### config.mk
export PLATFORM = sky130hd
export DESIGN_NAME = bp_me_mem_cmd_arbiter
export DESIGN_NICKNAME = d
export VERILOG_FILES = /design/src/rtl/bp_me_mem_cmd_arbiter.sv
export SDC_FILE = /design/constraint.sdc
export NUM_CORES = 1
export LEC_CHECK = 0
export ABC_CLOCK_PERIOD_IN_PS = 2550
export CAP_MARGIN = 30
export CELL_PAD_IN_SITES_DETAIL_PLACEMENT = 1
export CELL_PAD_IN_SITES_GLOBAL_PLACEMENT = 1
export CORE_AREA = 2 2 260 262
export CTS_CLUSTER_DIAMETER = 100
export DETAILED_ROUTE_END_ITERATION = 6
export DIE_AREA = 0 0 262 264
export GPL_TIMING_DRIVEN = 0
export HOLD_SLACK_MARGIN = 0.02
export PLACE_DENSITY_LB_ADDON = 0.25
export RECOVER_POWER = 100
export SLEW_MARGIN = 20
export SYNTH_ARGS = -nofsm -noshare
export SYNTH_HDL_FRONTEND = slang
export SYNTH_SLANG_ARGS = --single-unit
### constraint.sdc
create_clock -name clk_i -period 2.55 [get_ports clk_i]
set_input_delay 0.51 -clock clk_i [delete_from_list [all_inputs] [get_ports clk_i]]
set_output_delay 0.51 -clock clk_i [all_outputs]
set_load 0.005 [all_outputs]
### src/rtl/bp_me_mem_cmd_arbiter.sv
// Two-requester BedRock mem_cmd arbiter: round-robin per message, grant held across bursts,
// and a 1-bit order FIFO that steers in-order mem_resp traffic back to the issuing requester.
module bp_me_mem_cmd_arbiter #(
  parameter int header_width_p = 64,
  parameter int data_width_p   = 64,
  parameter int outstanding_p  = 4
) (
  input  logic                           clk_i,
  input  logic                           reset_i,

  input  logic [1:0][header_width_p-1:0] req_header_i,
  input  logic [1:0][data_width_p-1:0]   req_data_i,
  input  logic [1:0]                     req_v_i,
  input  logic [1:0]                     req_last_i,
  output logic [1:0]                     req_ready_and_o,

  output logic [header_width_p-1:0]      mem_cmd_header_o,
  output logic [data_width_p-1:0]        mem_cmd_data_o,
  output logic                           mem_cmd_v_o,
  output logic                           mem_cmd_last_o,
  input  logic                           mem_cmd_ready_and_i,

  input  logic [header_width_p-1:0]      mem_resp_header_i,
  input  logic [data_width_p-1:0]        mem_resp_data_i,
  input  logic                           mem_resp_v_i,
  input  logic                           mem_resp_last_i,
  output logic                           mem_resp_ready_and_o,

  output logic [header_width_p-1:0]      resp_header_o,
  output logic [data_width_p-1:0]        resp_data_o,
  output logic                           resp_last_o,
  output logic [1:0]                     resp_v_o,
  input  logic [1:0]                     resp_ready_and_i
);

  localparam int ptr_width_lp = (outstanding_p > 1) ? $clog2(outstanding_p) : 1;
  localparam int cnt_width_lp = $clog2(outstanding_p + 1);

  typedef enum logic {e_idle, e_burst} state_e;

  state_e                   state_r;
  logic                     prio_r;
  logic                     lock_r;
  logic [outstanding_p-1:0] order_r;
  logic [ptr_width_lp-1:0]  wptr_r;
  logic [ptr_width_lp-1:0]  rptr_r;
  logic [cnt_width_lp-1:0]  count_r;

  logic fifo_v;
  logic fifo_full;
  logic head;
  logic sel;
  logic grant;
  logic cmd_hs;
  logic push;
  logic pop;

  assign fifo_v    = (count_r != '0);
  assign fifo_full = (count_r == cnt_width_lp'(outstanding_p));
  assign head      = order_r[rptr_r];

  // Priority only breaks ties; a lone valid requester always wins.
  assign sel   = (req_v_i == 2'b11) ? prio_r : req_v_i[1];
  assign grant = (state_r == e_burst) ? lock_r : sel;

  assign mem_cmd_header_o = req_header_i[grant];
  assign mem_cmd_data_o   = req_data_i[grant];
  assign mem_cmd_last_o   = req_last_i[grant];

  always_comb begin
    req_ready_and_o = '0;
    mem_cmd_v_o     = 1'b0;
    if (!reset_i) begin
      if (state_r == e_burst) begin
        req_ready_and_o[lock_r] = mem_cmd_ready_and_i;
        mem_cmd_v_o             = req_v_i[lock_r];
      end else begin
        req_ready_and_o[sel] = mem_cmd_ready_and_i & ~fifo_full;
        mem_cmd_v_o          = req_v_i[sel] & ~fifo_full;
      end
    end
  end

  assign cmd_hs = mem_cmd_v_o & mem_cmd_ready_and_i;
  assign push   = cmd_hs & (state_r == e_idle);

  assign resp_header_o = mem_resp_header_i;
  assign resp_data_o   = mem_resp_data_i;
  assign resp_last_o   = mem_resp_last_i;

  always_comb begin
    resp_v_o = '0;
    if (!reset_i)
      resp_v_o[head] = mem_resp_v_i & fifo_v;
  end

  assign mem_resp_ready_and_o = ~reset_i & fifo_v & resp_ready_and_i[head];
  assign pop = mem_resp_v_i & mem_resp_ready_and_o & mem_resp_last_i;

  always_ff @(posedge clk_i) begin
    if (reset_i) begin
      state_r <= e_idle;
      prio_r  <= 1'b0;
      lock_r  <= 1'b0;
      order_r <= '0;
      wptr_r  <= '0;
      rptr_r  <= '0;
      count_r <= '0;
    end else begin
      unique case (state_r)
        e_idle:
          if (cmd_hs) begin
            if (mem_cmd_last_o) begin
              prio_r <= ~sel;
            end else begin
              lock_r  <= sel;
              state_r <= e_burst;
            end
          end
        e_burst:
          if (cmd_hs && mem_cmd_last_o) begin
            prio_r  <= ~lock_r;
            state_r <= e_idle;
          end
        default: state_r <= e_idle;
      endcase

      if (push) begin
        order_r[wptr_r] <= sel;
        wptr_r <= (wptr_r == ptr_width_lp'(outstanding_p - 1)) ? '0 : wptr_r + ptr_width_lp'(1);
      end
      if (pop)
        rptr_r <= (rptr_r == ptr_width_lp'(outstanding_p - 1)) ? '0 : rptr_r + ptr_width_lp'(1);

      case ({push, pop})
        2'b10:   count_r <= count_r + cnt_width_lp'(1);
        2'b01:   count_r <= count_r - cnt_width_lp'(1);
        default: count_r <= count_r;
      endcase
    end
  end

  // A response with nothing outstanding means memory broke the protocol.
  resp_without_cmd_a: assert property (@(posedge clk_i) disable iff (reset_i)
    !(mem_resp_v_i && !fifo_v));

endmodule

# Word level (Yosys, flattened, before mapping)
# Index checks and enable logic that the tools add are counted.
# totals
regBits,14
inputBits,395
output_inout_bits,264
wordCells,98
# op_classes
addsub,4
order_cmp,10
n_eq_ne,9
mux,41
n_bitwise,18
n_reduce_logical,9
# ops
cell,count
$mux W64,4
$mux W1,23
$mux W2,5
$and A1 B1 Y1,9
$eq A2 B2 Y1 const B,4
$lt A1 B2 Y1 const B,4
$and A2 B2 Y2,3
$lt A2 B3 Y1 const B,2
$not A1 Y1,6
$pmux W3 S2,1
$reduce_and A3 Y1,2
$logic_and A1 B1 Y1,5
$add A2 B1 Y2 const B,2
$bwmux W4,1
$ne A2 B2 Y1 const B,2
$pmux W1 S2,2
$add A3 B1 Y3 const B,1
$demux W1 S1,3
$eq A3 B3 Y1 const B,1
$ge A1 B1 Y1 const B,3
$reduce_bool A3 Y1,1
$sub A3 B1 Y3 const B,1
$bmux W1 S2,1
$demux W1 S2,1
other kinds (4),4

# Depth between registers and ports, before layout
# Gate-level depths: netlist of the first run.
# depth
depth_word,11
mapped_depth,10
depth_no_buf,9

# Worst setup path before layout of the first run
# No wires, ideal clock.
# synth_path
path_kind,register -> register
start,reg rptr_r[0]
end,reg count_r[2]
setup_time_ps,71
t_arrival_ps,2546
required_time_ps,2479
slack_ps,-66
stages_incl_launch_ff,10
path_buffers,0
period_less_slack_ps,2616
cell_sequence,dfxtp_1 mux4_2 mux2i_1 nor3b_2 ha_1 inv_1 fa_1 xor2_1 or3_1 a21oi_1
# synth_between
elab_chain_len,9
elab_cells_between_ends,11
classes_between,2 x eq/ne; 5 x mux; 3 x bitwise; 1 x reduce/logical
# synth_lines
element,line_no,source
from (decl),46,logic [ptr_width_lp-1:0] rptr_r;
from (signal assigned),133,rptr_r <= (rptr_r == ptr_width_lp'(outstanding_p - 1)) ? '0 : rptr_r + ptr_width_lp'(1);
$bmux W1 S2 *,60,assign head = order_r[rptr_r];
$mux W1 (implied by the code) *,60,
$mux W1 (implied by the code) * (2 in a row),97,assign mem_resp_ready_and_o = ~reset_i & fifo_v & resp_ready_and_i[head];
$and A1 B1 Y1 *,97,
$and A1 B1 Y1 * (2 in a row),98,assign pop = mem_resp_v_i & mem_resp_ready_and_o & mem_resp_last_i;
named net pop,56,logic pop;
$eq A2 B1 Y1 or $eq A2 B2 Y1 (tied branches),135,"case ({push, pop})"
$pmux W3 S2 or $reduce_bool A2 Y1 (tied branches),-,
to (signal assigned),136,2'b10: count_r <= count_r + cnt_width_lp'(1);
to (signal assigned),137,2'b01: count_r <= count_r - cnt_width_lp'(1);
to (signal assigned),138,default: count_r <= count_r;
to (decl),47,logic [cnt_width_lp-1:0] count_r;
# Mark *: on every way through the listed nets, which the timed path passes. The rest lies on a longest branch. The select of a mux whose other input is x is not followed.
# A chain may end at the register's enable or synchronous reset.

# Final worst setup path of the first run
# Ends and elaborated chain as after synthesis.

==> impl_metrics.json, run 1 <==
{
  "place_congestion": 0.7276,
  "synth_top_cell_by_area": "mux2_2",
  "io_pins": 659,
  "postSynthAreaPerCell_um2": 9.206,
  "area_growth_pct": 203.5,
  "end_kind": "register",
  "cts_tree": "done",
  "cp-startpoint": "rptr_r[0]",
  "rows": 95,
  "reg2reg_from": "rptr_r[0]",
  "remaining_drc_errors": 0,
  "min_period_ps": 2622,
  "clk_latency_ps": 250,
  "port_buffers": 529,
  "worstPathArrival_ps": 2800,
  "synthTopCellsByArea": "mux2_2, buf_4, dfxtp_1, mux2_1, buf_6",
  "dieArea_um2": 69170,
  "met1_usage_pct": 8.801,
  "maxCapViolCount": 0,
  "coreArea_um2": 66560,
  "critPathRequiredTime_ps": 2730,
  "period_share_pct": 102.8,
  "routedWlPerCell_um": 16.70,
  "htree_levels": 1,
  "path_class": "register to register",
  "fin_ws_ps": -71.61,
  "path_max_fanout": 2,
  "holdWs_ps": 471.8,
  "num_vias": 4854,
  "syn_inst": 372,
  "crit_path_max_incr_delay_ps": 560,
  "grt_usage_pct": 7.841,
  "met2_usage_pct": 15.49,
  "antenna_found_initial": 11,
  "mappedNetlistArea_um2": 3425,
  "fmax_mhz": 381.4,
  "hpwl_um": 26840,
  "grt_start_max_net_pins": 11,
  "overflow": 0,
  "synth_edf_count": 0,
  "hold_start": "reset_i",
  "firstDrtPassIters": 4,
  "grt_pass1_vias": 5195,
  "seq_area_frac_synth_pct": 8.184,
  "initial_utilization_pct": 5.145,
  "yosys.area.top_type_share_pct": 36.83,
  "gr-usage-met3_pct": 1.737,
  "drt_iter0_markers": 58,
  "layout-drive-gt1-share_pct": 40.68,
  "hold_class": "input port to register",
  "hold_viol": 0,
  "ys_types": 31,
  "path_buf_inv": 1,
  "grt_busiest_layer": "met2",
  "viasPerCell": 2.670,
  "clk_path_buf_depth": 2,
  "grt_first_pass_wirelength_um": 39160,
  "ir_drop_uv": 168.5,
  "status": "complete, but fails checks",
  "die_h_um": 264,
  "syn_nets": 774,
  "worst_pin_slew_ps": 494.1,
  "clk_pin_slew_worst_paths_ps": 50,
  "cts_root_buffer": "clkbuf_16",
  "ys_seq_elements": 14,
  "async_flop_share_pct": 0,
  "finalClockSkew_ps": 0.8875,
  "power_leakage_nw": 4.191,
  "cellPowerDensity_nw_per_um2": 214.7,
  "crit_path_start_kind": "register",
  "slowest_stage": "mux4_2",
  "drv_slew": 0,
  "wl_um": 30370,
  "crit_path_cell_trace": "mux4_2, mux2i_2, nor3b_2, ha_2, inv_2, fa_2, xor2_1, or3_1, a21oi_2",
  "cts-buffers-inserted": 3,
  "die_w_um": 262,
  "max-slew-margin-rel_pct": 67.06,
  "violations": "negative setup slack",
  "finalSetupViolCount": 2,
  "cts.sink_count": 14,
  "ys_warn_count": 0,
  "cp_top_family": "multiplexers",
  "power_mw": 2.232,
  "antenna_left": 0,
  "fin_nets": 1347,
  "rsz0062_at_grt": "true",
  "synth_ff_type": "dfxtp_1"
}
layout make-up:
type | count | area, µm²
diodes | 1 | 2.502
plain buffers | 145 | 1242
well taps | 873 | 1092
multi-input cells | 201 | 2083
fillers | 7768 | 56170
flip-flops and latches | 14 | 289.0
repair buffers | 571 | 5563
clock buffers | 4 | 88.84
inverters | 9 | 33.78
where the power goes:
part | leakage (nW) | total [mW] | switching (mW) | internal [mW]
registers | 0.115 | 0.233 | 0.00799 | 0.225
logic | 4.03 | 1.66 | 0.508 | 1.15
clock network | 0.0442 | 0.336 | 0.0981 | 0.238
state kept, by name, indices dropped and copies added, names as in the netlist, named ones only:
signal   count
order_r      4
rptr_r       2
prio_r       1
count_r      3
lock_r       1
wptr_r       2
metal layers:
layer | vias to the layer above | wire length, µm
met2 | 274 | 16460
met1 | 2282 | 11120
met5 | - | 0
met3 | 12 | 2646
li1 | 2286 | -
met4 | 0 | 141
synthesized netlist by cell type (2+ instances only):
master,n
buf_4,129
mux2_2,112
mux2_1,17
nor2_1,15
dfxtp_1,14
buf_6,12
mux2i_1,10
inv_1,8
nand2_1,8
a21oi_1,7
ha_1,6
buf_2,4
nor2b_1,3
nor3_1,3
or3_1,3
clkbuf_1,2
nand3_1,2
nor3b_1,2
o21ai_0,2
xor2_1,2
stage by stage:
step | cells | utilization, % | TNS [ps] | setup slack (ps) | area, µm²
2_1_floorplan | 372 | - | 0 | 28.79 | 3431
3_3_place_gp | 1774 | 14.75 | -108080 | -1038 | 9818
3_5_place_dp | 1774 | 14.75 | -109800 | -1051 | 9818
4_1_cts | 1812 | 15.52 | -929.7 | -100.3 | 10330
5_1_grt | 1817 | 15.61 | -350.6 | -186.5 | 10390
6_report | 1818 | 15.62 | -73.89 | -71.61 | 10400
worst reg2reg max path: stages (launching register included):
cell and delay [ps]:
dfxtp_4 350, mux4_2 570, mux2i_2 190, nor3b_2 260
ha_2 240, inv_2 40, fa_2 320, xor2_1 150
or3_1 320, a21oi_2 120
cells by family (layout without fill, tap and decap cells):
family,Yosys count,count (layout),synth area share (%)
buffers and inverters,157,729,34.16
muxes,140,140,46.00
and+or+nand+nor,41,41,6.540
DFF,14,14,8.184
AOI/OAI and AO/OA,11,11,1.827
adders and majority gates,7,7,2.777
xor gates and xnor gates,2,2,0.5116
other,0,1,0
layout by cell type, fill, tap and decap left out, types with 3 or more instances in the layout:
master | Yosys | layout
clkbuf_16 | 0 | 4
ha_1 | 6 | 5
a21oi_1 | 7 | 5
buf_16 | 0 | 4
nand2_1 | 8 | 8
dlymetal6s2s_1 | 0 | 4
dlygate4sd2_1 | 0 | 13
inv_1 | 8 | 8
buf_2 | 4 | 22
clkbuf_1 | 2 | 4
dfxtp_1 | 14 | 11
buf_4 | 129 | 150
clkdlybuf4s15_1 | 0 | 51
dlygate4sd3_1 | 0 | 130
clkbuf_2 | 1 | 30
buf_8 | 0 | 3
mux2_4 | 0 | 14
buf_6 | 12 | 20
mux2_2 | 112 | 99
buf_12 | 0 | 18
or3_1 | 3 | 3
mux2_1 | 17 | 16
clkdlybuf4s50_1 | 0 | 266
mux2i_1 | 10 | 8
nor2_1 | 15 | 14
worst paths after layout:
path                endpoint  slack, ps  cells past startpoint
setup / recovery  count_r[2]        -70                      9
hold reg to reg   order_r[2]        500                      2
setup reg to reg  count_r[2]        -70                      9
hold / removal     wptr_r[1]        470                      2
what timing repair did:
action,CTS,global route
cloned,4,1
gates resized for setup,334,118
setup buffers,31,9
pin swaps,4,4
endpoints found under the setup margin,134,127
hold buffers,0,0
No activity file was read; power rests on OpenSTA's default activity.
==> inputs of run 2 (changes only) <==
==> constraint.sdc (replaced) <==
create_clock -name clk_i -period 2.55 [get_ports clk_i]
set_input_delay 0.51 -clock clk_i [delete_from_list [all_inputs] [get_ports clk_i]]
set_output_delay 0.51 -clock clk_i [all_outputs]
set_load 0.1 [all_outputs]
==> run 2 against run 1 <==
- the run still ends with negative setup slack left
- power up 110%
- die area is the same
- worst setup slack is essentially flat
- sequential cell count unchanged
- sequential power hardly changed
- utilization increased by 0.70 points
- clock skew increased by 0.57 ps
- largest cell class unchanged
- highest routed layer is now met5
==> impl_metrics.json, run 2 (synthesis results as in run 1) <==
{
  "path_max_fanout": 2,
  "crit_path_start_kind": "register",
  "place_ws_ps": -1515,
  "initial_utilization_pct": 5.145,
  "hpwl_um": 27850,
  "end_kind": "register",
  "clk_path_buf_depth": 2,
  "viasPerCell": 2.629,
  "layout-drive-gt1-share_pct": 48.66,
  "antenna_left": 0,
  "ir_drop_uv": 171.9,
  "rows": 95,
  "grt_pass1_vias": 5080,
  "drt_iter0_markers": 75,
  "fin_ws_ps": -71.94,
  "min_period_ps": 2622,
  "fillers": 7733,
  "htree_levels": 1,
  "cellPowerDensity_nw_per_um2": 428.1,
  "seqCellArea_um2": 287.8,
  "routedWlPerCell_um": 17.10,
  "hold_class": "input port to register",
  "cts_root_buffer": "clkbuf_16",
  "num_vias": 4755,
  "multi_input_area_um2": 2103,
  "maxCapViolCount": 0,
  "fin_nets": 1334,
  "fmax_mhz": 381.4,
  "area_growth_pct": 217.2,
  "finalSetupViolCount": 5,
  "remaining_drc_errors": 0,
  "worst_pin_slew_ps": 1042,
  "io_pins": 659,
  "antenna_found_initial": 13,
  "mostFrequentLayoutCells": "clkdlybuf4s50_1, buf_4, mux2_2",
  "clk_latency_ps": 240,
  "firstDrtPassIters": 4,
  "wl_um": 30930,
  "top_register": "order_r",
  "grt_start_max_net_pins": 11,
  "finalClockSkew_ps": 1.457,
  "coreArea_um2": 66560,
  "power_leakage_nw": 4.324,
  "cts_tree": "done",
  "max-slew-margin-rel_pct": 30.29,
  "cts-buffers-inserted": 3,
  "path_class": "register to register",
  "reg.largest.list": "order_r: 4 flops, count_r: 3 flops",
  "place_congestion": 0.7417,
  "grt_usage_pct": 7.944,
  "period_share_pct": 102.8,
  "status": "complete, but fails checks",
  "worstPathArrival_ps": 2790,
  "crit_path_cell_trace": "mux4_2, mux2i_4, nor3b_4, ha_2, inv_2, fa_2, xor2_1, or3_1, a21oi_1",
  "final_common_cell": "clkdlybuf4s50_1",
  "overflow": 0,
  "rsz0062_at_grt": "true",
  "drv_slew": 0,
  "violations": "negative setup slack",
  "port_buffers": 529,
  "critPathRequiredTime_ps": 2720,
  "power_mw": 4.650,
  "cts.sink_count": 14,
  "hold_viol": 0,
  "slowest_stage": "mux4_2",
  "hold_buffers": 0,
  "dieArea_um2": 69170,
  "clk_pin_slew_worst_paths_ps": 50,
  "die_h_um": 264,
  "crit_path_max_incr_delay_ps": 580,
  "largest_reg_flops": 4,
  "die_w_um": 262,
  "grt_first_pass_wirelength_um": 39350
}
[run 2: changes by cell type in the layout (fill, tap and decap cells not counted), moves of 12 or more]
cell | previous run | this run
clkdlybuf4s15_1 | 51 | 0
clkdlybuf4s50_1 | 266 | 386
buf_2 | 22 | 3
buf_4 | 150 | 192
buf_16 | 4 | 24
dlygate4sd2_1 | 13 | 1
buf_6 | 20 | 63
clkbuf_2 | 30 | 0
dlygate4sd3_1 | 130 | 5
[run 2: through the flow]
step / hold slack, ps / area [µm²] / setup TNS (ps) / std cells / util (%)
final: 493.0 / 10860 / -241.9 / 1809 / 16.32
after global routing: 508.3 / 10850 / -619.5 / 1805 / 16.30
after CTS: 498.5 / 10430 / -263.4 / 1795 / 15.67
after detailed placement: 491.9 / 10490 / -174460 / 1797 / 15.76
after global placement: 482.5 / 9854 / -186400 / 1774 / 14.80
after floorplan: 458.2 / 3467 / -0.6919 / 372 / -
[run 2: layout make-up]
| class | count | area share [%] |
|---|---|---|
| well taps | 873 | 10.06 |
| flip-flops and latches | 14 | 2.649 |
| plain buffers | 144 | 10.84 |
| inverters | 9 | 0.3110 |
| diodes | 5 | 0.1152 |
| multi-input cells | 201 | 19.36 |
| clock buffers | 4 | 0.8179 |
| repair buffers | 559 | 55.85 |
[run 2: timing repair]
item / in CTS / in global routing
setup buffers: 14 / 10
cloned: 1 / 2
gates resized for setup: 750 / 98
pin swaps: 4 / 5
endpoints found under the setup margin: 138 / 96
hold endpoints to repair: 0 / 0
[run 2: metal layers]
layer	part of all wire (%)	track usage, %
met4	0.45	0.4886
met1	36	8.418
met2	56	16.19
met5	0.068	0
met3	8.2	1.823
[run 2: final timing paths]
| kind | startpoint | endpoint | slack (ps) | cells after the start |
|---|---|---|---|---|
| worst min-delay path | reset_i | lock_r | 490 | 2 |
| worst max-delay path | rptr_r[0] | count_r[2] | -70 | 9 |
| worst max register to register | rptr_r[0] | count_r[2] | -70 | 9 |
| worst min register to register | order_r[3] | order_r[3] | 500 | 2 |
[run 2: power by group]
part,internal [mW],total [mW],switching (mW)
Combinational,1.39,4.08,2.70
Clock,0.238,0.336,0.0973
Sequential,0.224,0.231,0.00687
Total,1.85,4.65,2.80
[run 2: critical path: cells and delay by family, from the launching register on]
family,cells,cell delay [ps]
AO/OA/AOI/OAI,1,130
flip-flops,1,350
multiplexers,2,810
buffers and inverters,1,40
adder cells (fa/ha/maj),2,560
AND/OR/NAND/NOR,2,520
XOR/XNOR,1,150
